==> src/rtl/memory_stage.sv <==
`default_nettype none
// ============================================================================
// Module : memory_stage
// Desc   : Pipeline MEM stage: request/grant/valid data-memory handshake with
//          stall, 8-bit timeout, sticky error and halt flags. Defining
//          MEMORY_STAGE_ALIGN_CHECK_EN rejects odd byte addresses.
// Rev    : 1.0 - initial release
// ============================================================================
module memory_stage (
  input  logic        clk,
  input  logic        rst,
  input  logic        inValid,
  input  logic [15:0] addr,
  input  logic [15:0] writeData,
  input  logic        memRead,
  input  logic        memWrite,
  input  logic        halt,
  output logic        memReq,
  output logic        memWe,
  output logic [15:0] memAddr,
  output logic [15:0] memWdata,
  input  logic        memGrant,
  input  logic        memValid,
  input  logic [15:0] memRdata,
  output logic [15:0] readDataOut,
  output logic        stall,
  output logic        memErr,
  output logic        haltOut
);

  localparam logic [1:0] S_IDLE = 2'd0;
  localparam logic [1:0] S_REQ  = 2'd1;
  localparam logic [1:0] S_WAIT = 2'd2;
  localparam logic [1:0] S_DONE = 2'd3;

  // Last counted value before the counter would reach 255.
  localparam logic [7:0] C_TO_LAST = 8'd254;

  logic [1:0]  r_state;
  logic [1:0]  w_next;
  logic [7:0]  r_to;
  logic        r_rd;
  logic        r_halt_pend;
  logic        r_memWe;
  logic [15:0] r_memAddr;
  logic [15:0] r_memWdata;
  logic [15:0] r_rdata;
  logic        r_memErr;
  logic        r_haltOut;

  logic w_access;
  logic w_misalign;
  logic w_timeout;

  assign w_access  = inValid & (memRead | memWrite) & ~r_haltOut;
  assign w_timeout = (r_to == C_TO_LAST);

`ifdef MEMORY_STAGE_ALIGN_CHECK_EN
  assign w_misalign = addr[0];
`else
  assign w_misalign = 1'b0;
`endif

  always_ff @(posedge clk) begin
    if (rst) begin
      r_state <= S_IDLE;
    end else begin
      r_state <= w_next;
    end
  end

  // A valid response beats the timeout; the timeout beats a late grant.
  always_comb begin
    w_next = r_state;
    case (r_state)
      S_IDLE: begin
        if (w_access) begin
          w_next = w_misalign ? S_DONE : S_REQ;
        end
      end
      S_REQ: begin
        if (w_timeout) begin
          w_next = S_DONE;
        end else if (memGrant) begin
          w_next = S_WAIT;
        end
      end
      S_WAIT: begin
        if (memValid || w_timeout) begin
          w_next = S_DONE;
        end
      end
      S_DONE:  w_next = S_IDLE;
      default: w_next = S_IDLE;
    endcase
  end

  always_comb begin
    stall  = 1'b0;
    memReq = 1'b0;
    case (r_state)
      S_IDLE: stall = w_access;
      S_REQ: begin
        stall  = 1'b1;
        memReq = 1'b1;
      end
      S_WAIT:  stall = 1'b1;
      default: stall = 1'b0;
    endcase
  end

  always_ff @(posedge clk) begin
    if (rst) begin
      r_to        <= 8'd0;
      r_rd        <= 1'b0;
      r_halt_pend <= 1'b0;
      r_memWe     <= 1'b0;
      r_memAddr   <= 16'd0;
      r_memWdata  <= 16'd0;
      r_rdata     <= 16'd0;
      r_memErr    <= 1'b0;
      r_haltOut   <= 1'b0;
    end else begin
      case (r_state)
        S_IDLE: begin
          if (w_access) begin
            r_memAddr   <= addr;
            r_memWdata  <= writeData;
            r_memWe     <= memWrite;
            r_rd        <= memRead & ~memWrite;
            r_halt_pend <= halt;
            r_to        <= 8'd0;
            if ((memRead && memWrite) || w_misalign) begin
              r_memErr <= 1'b1;
            end
            if (w_misalign && memRead && !memWrite) begin
              r_rdata <= 16'd0;
            end
          end else if (inValid && halt) begin
            r_haltOut <= 1'b1;
          end
        end
        S_REQ: begin
          r_to <= r_to + 8'd1;
          if (w_timeout) begin
            r_memErr <= 1'b1;
            if (r_rd) begin
              r_rdata <= 16'd0;
            end
          end
        end
        S_WAIT: begin
          r_to <= r_to + 8'd1;
          if (memValid) begin
            if (r_rd) begin
              r_rdata <= memRdata;
            end
          end else if (w_timeout) begin
            r_memErr <= 1'b1;
            if (r_rd) begin
              r_rdata <= 16'd0;
            end
          end
        end
        S_DONE: begin
          if (r_halt_pend) begin
            r_haltOut <= 1'b1;
          end
          r_halt_pend <= 1'b0;
        end
        default: r_halt_pend <= 1'b0;
      endcase
    end
  end

  assign memWe       = r_memWe;
  assign memAddr     = r_memAddr;
  assign memWdata    = r_memWdata;
  assign readDataOut = r_rdata;
  assign memErr      = r_memErr;
  assign haltOut     = r_haltOut;

endmodule
`default_nettype wire

==> config.mk <==
export PLATFORM = sky130hd
export DESIGN_NAME = memory_stage
export DESIGN_NICKNAME = d
export VERILOG_FILES = /design/src/rtl/memory_stage.sv
export SDC_FILE = /design/constraint.sdc
export NUM_CORES = 1
export LEC_CHECK = 0
export ABC_AREA = 1
export CAP_MARGIN = 20
export CORE_AREA = 2 2 97 99
export DETAILED_ROUTE_END_ITERATION = 16
export DIE_AREA = 0 0 99 101
export PLACE_DENSITY = 0.65
export SLEW_MARGIN = 20
export SYNTH_ARGS = -nofsm -noshare
export SYNTH_HDL_FRONTEND = slang
export SYNTH_SLANG_ARGS = --single-unit
==> constraint.sdc <==
create_clock -name clk -period 1.8 [get_ports clk]
set_input_delay 0.36 -clock clk [delete_from_list [all_inputs] [get_ports clk]]
set_output_delay 0.36 -clock clk [all_outputs]
set_load 0.1 [all_outputs]
==> flow_summary_export.csv, run 1 <==
group,metric,value,unit
outcome,status,"complete, but fails checks",
outcome,violations,"negative setup slack",
sta,fin_crit,1.82,ns
yosys,synth-seq-cells,63,
finish,multi_input_area,1200,um^2
global_routing,track_usage,14.6,%
finish,area.sequential,1270,um^2
routing,ant_nets,0,
flow_run,maxCapViolations,0,
yosys,synth_most_common_cell,"nand2_1",
die,start_util,29.1,%
clock_tree,clock-root-buffer,"clkbuf_8",
min_path,min-delay-start,"rst",
critical_path,cp_top_family,"flip-flops",
routing,first_pass_iters,4,
yosys,synth_top_area_share,48.2,%
die,io_pins,109,
sta,skew,0.00869,ns
yosys,synth-async-reset-ratio,0,%
critical_path,worstPathRequired,1.44,ns
yosys,yosysTopAreaCell,"dfxtp_1",
yosys,ys.flop_type,"dfxtp_1",
clock_tree,cts.path.max_buffers,2,
min_path,hold_class,"in2reg",
routing,routed_via_density,4.64,
critical_path,critical_path.endpoint_type,"output pin",
die,die_area,10000,um^2
global_routing,overflow,0,
global_routing,antenna_found_initial,0,
routing,drtIter0Drc,131,
critical_path,rrSetupSlack,0.05,ns
clock_tree,clkSlewWorstSetupHoldPaths,0.07,ns
finish,fin_util,52.3,%
finish,fillers,808,
clock_tree,cts_sinks,63,
die,die_y,101,um
power,powerDensity,1450,nW/um^2
routing,routed_wl,7.48,mm
sta,maxSlewViolCount,0,
sta,setup_ws,-0.0229,ns
routing,vias,2690,
critical_path,crit_arrival,1.46,ns
critical_path,path_cells,"inv_4, ha_4, clkinvlp_4, a21oi_4, buf_12",
clock_tree,htreeDepth,3,
power,power_leakage,1.78,nW
sta,relSlewSlack,75.8,%
critical_path,cp-startpoint,"r_state[1]",
place,post_dp_cell_area,4380,um^2
place,gp_congestion,0.814,
clock_tree,tritoncts,"yes",
sta,fmax,549,MHz
place,portBuffers,108,
yosys,synth_edf_count,0,
finish,area_growth_syn_to_layout,79.3,%
clock_tree,cts_inserted_buffers,9,
place,dp_hpwl,5.65,mm
sta,rsz0062_at_grt,"yes",
yosys,avgSynthCellArea,7.56,um^2
yosys,seq_area_frac_synth,48.2,%
yosys,yosys-top-cells-count,"111 x nand2_1, 66 x a21oi_1, 63 x dfxtp_1",
die,rows,35,
yosys,synth_nets,409,
critical_path,rr_startpoint,"r_state[1]",
yosys,synth_area_leaders,"dfxtp_1 48%, nand2_1 16%, a21oi_1 13%",
sta,hold_viol,0,
finish,fin_nets,527,
sta,tightest_slew,0.363,ns
yosys,synth_cell_types,25,
yosys,syn_area,2620,um^2
routing,drc,0,
yosys,yosys_warnings,0,
sta,fin_setup_tns,-0.0229,ns
die,coreArea,8980,um^2
critical_path,worst_setup_path_start_kind,"flop",
finish,drive_gt1_share,23.0,%
global_routing,grt_start_max_net_pins,30,
power,ir_worst_vdd,0.543,mV
critical_path,crit_type,"reg2out",
sta,period_share,101,%
global_routing,grt_first_pass_wirelength,11.8,mm
clock_tree,cts_hold_repair.buffers,0,
clock_tree,clkLatencyLatePin,0.33,ns
finish,diodes,0,
critical_path,slowest_stage,"dfxtp_2",
critical_path,path_buf_inv,3,
die,die_w,99,um
finish,final_area,4690,um^2
yosys,post_synth_inst_count,346,
routing,post_drt_wl_per_cell,12.9,um
sta,setup_viol_count_final,1,
critical_path,cpPeakStageDelay,0.35,ns
global_routing,grt_pass1_vias,2548,
critical_path,crit_fanout,2,
-- through the flow --
| step | power (W) | instances | setup WS [ns] | hold slack [ns] |
|---|---|---|---|---|
| after floorplan | 0.00398 | 346 | -0.192 | 0.445 |
| final | 0.00680 | 580 | -0.0229 | 0.314 |
| after global routing | 0.00710 | 580 | -0.0768 | 0.296 |
| after global placement | 0.00511 | 558 | -0.0583 | 0.463 |
| after detailed placement | 0.00516 | 558 | -0.101 | 0.466 |
| after CTS | 0.00685 | 579 | -0.0629 | 0.291 |
-- cells by family (layout without fill, tap and decap cells) --
family                     after synthesis  in the layout  synth area share, %
AOI/OAI and AO/OA                       72             72                 14.3
adders and majority gates                7              7                 3.35
buffers and inverters                   39            162                 7.08
DFF                                     63             63                 48.2
and+or+nand+nor                        165            165                 27.1
-- metal layers --
layer	track usage, %	vias to the layer above	part of all wire, %
li1	-	1358	-
met1	16.5	1230	41
met2	26.0	93	50
met3	4.65	9	7.1
met4	5.16	0	1.6
met5	0	-	0
-- worst paths after layout --
| kind | endpoint | cells after the start |
|---|---|---|
| worst max register to register | r_to[0] | 9 |
| worst min register to register | r_rd | 2 |
| worst min-delay path | haltOut | 2 |
| worst max-delay path | stall | 5 |
-- layout make-up --
| cell class | instances | share of cell area, % |
|---|---|---|
| Tap cell | 111 | 2.96 |
| Multi-Input combinational cell | 244 | 25.6 |
| Sequential cell | 63 | 27.0 |
| Inverter | 22 | 1.89 |
| Timing Repair Buffer | 124 | 37.1 |
| Clock inverter | 5 | 2.21 |
| Clock buffer | 11 | 3.23 |
-- flip-flops by register name, indices dropped and copies added (netlist names) --
name and cells:
memAddr 16, haltOut 1, memWe 1, memErr 1, r_to 8, readDataOut 16, r_rd 1, r_halt_pend 1
memWdata 16, r_state 2
-- report_power, final --
group          switching [W]  internal [W]
logic                0.00218       0.00130
registers           0.000190       0.00159
clock network       0.000540      0.000996
-- repair_timing --
item	CTS	global route
gates cloned	0	0
pin swaps	2	3
gates resized for setup	6	2
setup endpoints to repair	1	1
buffers inserted	5	1
-- worst register-to-register path, cell delays in order, from the launching register on --
cell and delay, ns:
dfxtp_2 0.35, inv_4 0.04, ha_4 0.28, clkinvlp_4 0.11, buf_4 0.17, or2_4 0.26
nand2_8 0.11, inv_1 0.07, o21ai_0 0.19, nor2_1 0.06
-- layout by cell type (no fill, tap or decap), drive strengths merged --
cell type and instances:
bufinv 3, o211a 1, a21oi 66, dlymetal6s2s 1
nor2 19, nand3b 2, clkdlybuf4s50 53, nand2 112
or2 2, clkinvlp 1, clkinv 2, nor3 1
inv 21, o21bai 1, o211ai 2, nand3 28
buf 70, clkbuf 11, o21ai 2, nand4 1
dfxtp 63, ha 7
Power figures use the tool's default switching activity.
==> run 2: changes to the inputs <==
--- a/config.mk
+++ b/config.mk
@@ -11,6 +11,7 @@
 export DETAILED_ROUTE_END_ITERATION = 16
 export DIE_AREA = 0 0 99 101
 export PLACE_DENSITY = 0.65
+export SKIP_LAST_GASP = 1
 export SLEW_MARGIN = 20
 export SYNTH_ARGS = -nofsm -noshare
 export SYNTH_HDL_FRONTEND = slang
==> results of run 2 <==
The final DEF is identical to that of run 1; final timing and power are the same.
